==> config.mk <==
export PLATFORM = sky130hd
export DESIGN_NAME = dice_tid_dispatcher_flat
export DESIGN_NICKNAME = d
export VERILOG_FILES = /design/src/rtl/dice_disp_pkg.sv /design/src/rtl/dice_tid_dispatcher_if.sv /design/src/rtl/dice_tid_counter3d.sv /design/src/rtl/dice_tid_dispatcher.sv /design/src/flat_wrapper.sv
export SDC_FILE = /design/constraint.sdc
export NUM_CORES = 1
export LEC_CHECK = 0
export BUFFER_PORTS_ARGS = -buffer_cell sky130_fd_sc_hd__buf_2
export CAP_MARGIN = 20
export CORE_MARGIN = 5
export CORE_UTILIZATION = 50
export DETAILED_ROUTE_END_ITERATION = 8
export MAX_ROUTING_LAYER = met4
export PLACE_DENSITY = 0.81
export SKIP_LAST_GASP = 1
export SLEW_MARGIN = 0
export SYNTH_ARGS = -nofsm -noshare
export SYNTH_HDL_FRONTEND = slang
export SYNTH_SLANG_ARGS = --single-unit
==> constraint.sdc <==
create_clock -name clk -period 2.1 [get_ports clk]
set_clock_uncertainty 0.2 [all_clocks]
set_input_delay 0.315 -clock clk [delete_from_list [all_inputs] [get_ports clk]]
set_output_delay 0.315 -clock clk [all_outputs]
set_load 0.03 [all_outputs]
==> src/rtl/dice_disp_pkg.sv <==
// Shared types and constants for the dice_tid_dispatcher slice.
package dice_disp_pkg;

  localparam int unsigned NUM_TID    = 512;
  localparam int unsigned TID_WIDTH  = $clog2(NUM_TID);
  localparam int unsigned PERF_CNT_W = 32;

  typedef logic [TID_WIDTH-1:0] tid_t;

  typedef enum logic [1:0] {
    IDLE = 2'd0,
    RUN  = 2'd1,
    DONE = 2'd2
  } disp_state_e;

endpackage

==> src/rtl/dice_tid_dispatcher_if.sv <==
// Thread-issue handshake: the dispatcher offers a TID with coordinates, the consumer accepts it.
interface dice_tid_dispatcher_if #(
  parameter int unsigned TID_WIDTH = dice_disp_pkg::TID_WIDTH
);
  logic [TID_WIDTH-1:0] dispatch_tid;
  logic [TID_WIDTH-1:0] tid_x;
  logic [TID_WIDTH-1:0] tid_y;
  logic [TID_WIDTH-1:0] tid_z;
  logic                 tid_valid;
  logic                 tid_ready;

  modport master (
    output dispatch_tid, tid_x, tid_y, tid_z, tid_valid,
    input  tid_ready
  );

  modport slave (
    input  dispatch_tid, tid_x, tid_y, tid_z, tid_valid,
    output tid_ready
  );
endinterface

==> src/rtl/dice_tid_counter3d.sv <==
// x/y/z wrap-and-carry counter; x increments fastest, z wraps silently at its limit.
module dice_tid_counter3d #(
  parameter int unsigned W = dice_disp_pkg::TID_WIDTH
) (
  input  logic         clk,
  input  logic         rst,
  input  logic         clear,
  input  logic         inc,
  input  logic [W-1:0] lim_x,
  input  logic [W-1:0] lim_y,
  input  logic [W-1:0] lim_z,
  output logic [W-1:0] x,
  output logic [W-1:0] y,
  output logic [W-1:0] z
);

  always_ff @(posedge clk) begin
    if (rst || clear) begin
      x <= '0;
      y <= '0;
      z <= '0;
    end else if (inc) begin
      if (x < lim_x) begin
        x <= x + 1'b1;
      end else begin
        x <= '0;
        if (y < lim_y) begin
          y <= y + 1'b1;
        end else begin
          y <= '0;
          z <= (z < lim_z) ? z + 1'b1 : '0;
        end
      end
    end
  end

endmodule

==> src/rtl/dice_tid_dispatcher.sv <==
// Valid/ready thread-ID issuer for one CTA; optional perf counters under DICE_DISP_PERF_CNT_EN.
module dice_tid_dispatcher
  import dice_disp_pkg::*;
#(
  parameter int unsigned NUM_TID   = 512,
  parameter int unsigned TID_WIDTH = $clog2(NUM_TID)
) (
  input  logic                  clk,
  input  logic                  rst,
  input  logic                  enable,
  input  logic                  clr,
  input  logic [TID_WIDTH-1:0]  max_tid,
  input  logic [TID_WIDTH-1:0]  ntid_x,
  input  logic [TID_WIDTH-1:0]  ntid_y,
  input  logic [TID_WIDTH-1:0]  ntid_z,
`ifdef DICE_DISP_PERF_CNT_EN
  output logic [PERF_CNT_W-1:0] perf_stall_cycles,
  output logic [PERF_CNT_W-1:0] perf_active_cycles,
`endif
  dice_tid_dispatcher_if.master tid_if,
  output logic                  done
);

  disp_state_e          state, state_n;
  logic [TID_WIDTH-1:0] tid, tid_n;
  logic                 valid, valid_n, done_n;
  logic                 load, adv;
  logic [TID_WIDTH-1:0] max_r, lim_x, lim_y, lim_z;
  logic [TID_WIDTH-1:0] cx, cy, cz;
  logic                 hs;

  assign hs = valid & tid_if.tid_ready;

  always_comb begin
    state_n = state;
    tid_n   = tid;
    valid_n = valid;
    done_n  = done;
    load    = 1'b0;
    adv     = 1'b0;
    unique case (state)
      IDLE: begin
        if (enable) begin
          state_n = RUN;
          valid_n = 1'b1;
          load    = 1'b1;
        end
      end
      RUN: begin
        // enable only gates the next offer; a handshake this cycle completes regardless
        if (hs && tid == max_r) begin
          state_n = DONE;
          valid_n = 1'b0;
          done_n  = 1'b1;
        end else begin
          if (hs) begin
            adv   = 1'b1;
            tid_n = tid + 1'b1;
          end
          valid_n = enable;
        end
      end
      DONE: begin
        valid_n = 1'b0;
        done_n  = 1'b1;
      end
      default: begin
        state_n = IDLE;
        valid_n = 1'b0;
        done_n  = 1'b0;
      end
    endcase
  end

  always_ff @(posedge clk) begin
    if (rst || clr) begin
      state <= IDLE;
      tid   <= '0;
      valid <= 1'b0;
      done  <= 1'b0;
      max_r <= '0;
      lim_x <= '0;
      lim_y <= '0;
      lim_z <= '0;
    end else begin
      state <= state_n;
      tid   <= tid_n;
      valid <= valid_n;
      done  <= done_n;
      if (load) begin
        max_r <= max_tid;
        lim_x <= ntid_x;
        lim_y <= ntid_y;
        lim_z <= ntid_z;
      end
    end
  end

  dice_tid_counter3d #(.W(TID_WIDTH)) u_cnt (
    .clk   (clk),
    .rst   (rst),
    .clear (clr || state == IDLE),
    .inc   (adv),
    .lim_x (lim_x),
    .lim_y (lim_y),
    .lim_z (lim_z),
    .x     (cx),
    .y     (cy),
    .z     (cz)
  );

  assign tid_if.dispatch_tid = tid;
  assign tid_if.tid_x        = cx;
  assign tid_if.tid_y        = cy;
  assign tid_if.tid_z        = cz;
  assign tid_if.tid_valid    = valid;

`ifdef DICE_DISP_PERF_CNT_EN
  always_ff @(posedge clk) begin
    if (rst || clr) begin
      perf_stall_cycles  <= '0;
      perf_active_cycles <= '0;
    end else begin
      if (valid && !tid_if.tid_ready && perf_stall_cycles != '1)
        perf_stall_cycles <= perf_stall_cycles + 1'b1;
      if (state == RUN && perf_active_cycles != '1)
        perf_active_cycles <= perf_active_cycles + 1'b1;
    end
  end
`endif

endmodule

==> src/flat_wrapper.sv <==
// flat-port wrapper written by rule: the top's interface ports become plain ports
module dice_tid_dispatcher_flat import dice_disp_pkg::*;
#(
  parameter int unsigned NUM_TID   = 512,
  parameter int unsigned TID_WIDTH = $clog2(NUM_TID)
)
  (clk, rst, enable, clr, max_tid, ntid_x, ntid_y, ntid_z, done, tid_if_dispatch_tid, tid_if_tid_x, tid_if_tid_y, tid_if_tid_z, tid_if_tid_valid, tid_if_tid_ready);
  dice_tid_dispatcher_if #(.TID_WIDTH(TID_WIDTH)) tid_if_i ();
  input  logic clk;
  input  logic rst;
  input  logic enable;
  input  logic clr;
  input  logic [TID_WIDTH-1:0] max_tid;
  input  logic [TID_WIDTH-1:0] ntid_x;
  input  logic [TID_WIDTH-1:0] ntid_y;
  input  logic [TID_WIDTH-1:0] ntid_z;
  output logic done;
  output wire logic [$bits(tid_if_i.dispatch_tid)-1:0] tid_if_dispatch_tid;
  output wire logic [$bits(tid_if_i.tid_x)-1:0] tid_if_tid_x;
  output wire logic [$bits(tid_if_i.tid_y)-1:0] tid_if_tid_y;
  output wire logic [$bits(tid_if_i.tid_z)-1:0] tid_if_tid_z;
  output wire logic [$bits(tid_if_i.tid_valid)-1:0] tid_if_tid_valid;
  input wire logic [$bits(tid_if_i.tid_ready)-1:0] tid_if_tid_ready;
  assign tid_if_dispatch_tid = tid_if_i.dispatch_tid;
  assign tid_if_tid_x = tid_if_i.tid_x;
  assign tid_if_tid_y = tid_if_i.tid_y;
  assign tid_if_tid_z = tid_if_i.tid_z;
  assign tid_if_tid_valid = tid_if_i.tid_valid;
  assign tid_if_i.tid_ready = tid_if_tid_ready;
  dice_tid_dispatcher #(.NUM_TID(NUM_TID), .TID_WIDTH(TID_WIDTH)) u_core (.clk(clk), .rst(rst), .enable(enable), .clr(clr), .max_tid(max_tid), .ntid_x(ntid_x), .ntid_y(ntid_y), .ntid_z(ntid_z), .tid_if(tid_if_i), .done(done));
endmodule
==> flow_summary.json <==
{
  "grt-ovfl-total": 0,
  "vias": 3948,
  "cts_root_buf": "clkbuf_8",
  "grt_util_all_layers_pct": 24.2,
  "outcome": "finished, violations left",
  "syn2layout_area_growth_pct": 44.4,
  "vias_per_cell": 5.39,
  "die_y_um": 98.0,
  "slowest_stage": "or3_4",
  "synthTopCellsByArea": "dfxtp_1 39%, ha_1 10%, nand2_1 9.4%, a21oi_1 6.6%, xor2_1 5.2%",
  "wire_per_inst_um": 16.2,
  "crit_arrival_ns": 2.19,
  "antenna_found_initial": 0,
  "regArea_mm2": 0.00158,
  "fin_hold_ws_ns": 0.00363,
  "fin_nets": 699,
  "io-pin-count": 79,
  "numCtsBuffers": 9,
  "netlist_instances": 478,
  "synth_top_area_share_pct": 39.3,
  "violations": "negative setup slack",
  "start_util_pct": 50.7,
  "path_max_fanout": 5,
  "maxCapViolations": 0,
  "clk_pin_slew_worst_paths_ns": 0.08,
  "powerDensity_mw_per_mm2": 517,
  "cp.required_ns": 2.15,
  "dr.pass1.iters": 5,
  "grt_pass1_vias": 4029,
  "yosysTopAreaCell": "dfxtp_1",
  "rows": 32,
  "finalSetupViolCount": 5,
  "route.detailed.drc": 0,
  "synth.distinct_cells": 45,
  "slew_viol_final": 0,
  "dieArea_mm2": 0.00961,
  "cts_buffer_depth": 2,
  "synth.avg_cell_area_um2": 8.11,
  "ys_seq_area_share_pct": 39.3,
  "p_leak_nw": 2.37,
  "syn_area_mm2": 0.00388,
  "finalCritPeriodShare_pct": 102,
  "drive_above_1_share_pct": 39.5,
  "synth_top_flop_cell": "dfxtp_1",
  "startpoint_type": "flip-flop",
  "dieWidth_um": 98.0,
  "crit_buf_inv": 2,
  "slowest_delay_ns": 0.40,
  "fin_crit_ns": 2.15,
  "dr.first_iter.drc_count": 222,
  "ant_nets": 0,
  "grt_max_degree": 50,
  "htree_levels": 3,
  "relSlewSlack_pct": 64.2,
  "rrSetupSlack_ns": -0.05,
  "synth_warnings": 0,
  "fmax_mhz": 465,
  "hpwlAfterDp_um": 7400,
  "setup.worst_path.end_class": "flip-flop",
  "diodes": 0,
  "crit_chain": "inv_1 -> ha_4 -> nand2_2 -> or3_4 -> a211o_4 -> buf_6 -> nand3_1 -> nand2_1",
  "clk_latency_ns": 0.35,
  "portBuffers": 78,
  "fin_ws_ns": -0.0486,
  "grt_pass1_wl_um": 18500,
  "cts_tree": "yes",
  "wl_um": 11900,
  "fin_util_pct": 73.2,
  "finalHoldViolCount": 0,
  "setup_tns_ns": -0.144,
  "async_flop_share_pct": 0,
  "worst_pin_slew_ns": 0.538,
  "cts_sinks": 76,
  "ys_ff_latch": 76,
  "ir_worst_vdd_mv": 0.358,
  "multi_input_area_mm2": 0.00250,
  "fillers": 559,
  "fp.coreArea_mm2": 0.00765,
  "gp_congestion": 0.853,
  "path_class": "flip-flop to flip-flop",
  "synth_edf_count": 0,
  "totalPowerFinal_mw": 2.89,
  "syn-num-nets": 550,
  "rsz0062_at_grt": "yes",
  "crit_family": "simple AND/OR/NAND/NOR gates",
  "hold_path_class": "input pin to flip-flop"
}
==> synth_stat cells (all sizes together) (3+ instances only) <==
cell,instances
mux2i,3
dfxtp,76
and3,5
nor4,6
buf,6
nand4,12
ha,31
inv,29
a21o,3
nand2,98
xnor2,10
a41oi,3
nand3b,3
clkbuf,12
a21oi,54
nand3,21
nand4b,3
o21ai,12
nor2,42
nor3,7
xor2,23
==> where the power goes <==
part           total (mW)  switching (mW)  internal, mW
Sequential           1.48          0.0158          1.46
Combinational       0.364           0.205         0.160
Clock                1.05           0.532         0.517
Total                2.89           0.752          2.14
==> worst register-to-register path: stages (launching register included) <==
cell	delay [ns]
dfxtp_2	0.33
inv_1	0.07
ha_4	0.28
nand2_2	0.07
or3_4	0.40
a211o_4	0.39
buf_6	0.15
nand3_1	0.10
nand2_1	0.07
==> through the flow <==
step | std cells | worst slack [ns] | cell area [um2]
floorplan | 478 | -0.0193 | 3960
global placement | 690 | -0.0498 | 4780
detailed placement | 690 | -0.109 | 4780
CTS | 729 | -0.0628 | 5330
global route | 733 | -0.135 | 5600
finish | 733 | -0.0486 | 5600
==> registers in the layout, indices dropped and copies added (netlist names) <==
register	cells
u_core.u_cnt.y	9
u_core.done	1
u_core.tid_if.dispatch_tid	9
u_core.u_cnt.z	9
u_core.max_r	9
u_core.lim_x	9
u_core.lim_y	9
u_core.u_cnt.x	9
u_core.lim_z	9
u_core.state	2
u_core.tid_if.tid_valid	1
==> cell families (layout without fill, tap and decap cells) <==
logic type,Yosys count,after routing,synth area share [%]
xor+xnor,33,33,7.46
fa+ha+maj,31,31,10.0
buf+inv,47,200,5.42
compound gates,81,81,12.6
flops,76,76,39.3
mux,3,3,0.775
simple gates,207,207,24.5
==> per-layer routing <==
metal,up-vias,track usage [%],routed length [um],part of all wire [%]
met2,144,40.6,6050,51
met5,-,-,0,0
met4,0,10.9,257,2.2
met3,26,3.71,672,5.7
met1,1867,28.5,4890,41
li1,1911,-,-,-
==> final cells by class <==
class	count	area share, %
clock inverters	2	0.179
well taps	102	2.28
repair buffers	156	19.7
multi-input cells	355	44.7
flip-flops and latches	76	28.2
inverters	29	1.94
clock buffers	13	3.02
==> layout by cell type (no fill, tap or decap), types with 22 or more instances in the layout <==
| master | count |
|---|---|
| nand2_1 | 92 |
| buf_2 | 78 |
| buf_4 | 48 |
| a21oi_1 | 47 |
| nor2_1 | 39 |
| dfxtp_2 | 39 |
| dfxtp_1 | 35 |
| inv_1 | 27 |
| dlygate4sd3_1 | 22 |
==> worst paths after layout <==
kind                  endpoint       startpoint  cells past startpoint
max reg2reg  u_core.u_cnt.z[1]  u_core.lim_y[8]                      8
min reg2reg    u_core.lim_x[1]  u_core.lim_x[1]                      2
min            u_core.lim_x[8]        ntid_x[8]                      3
max          u_core.u_cnt.z[1]  u_core.lim_y[8]                      8
==> repair_timing <==
item | 4_1_cts | 5_1_grt
pin swaps | 14 | 20
setup endpoints to repair | 27 | 48
endpoints found under the hold margin | 21 | 1
cloned | 1 | 0
setup buffers | 2 | 3
resized for setup | 26 | 51
hold buffers | 21 | 1
Power figures use the tool's default switching activity.
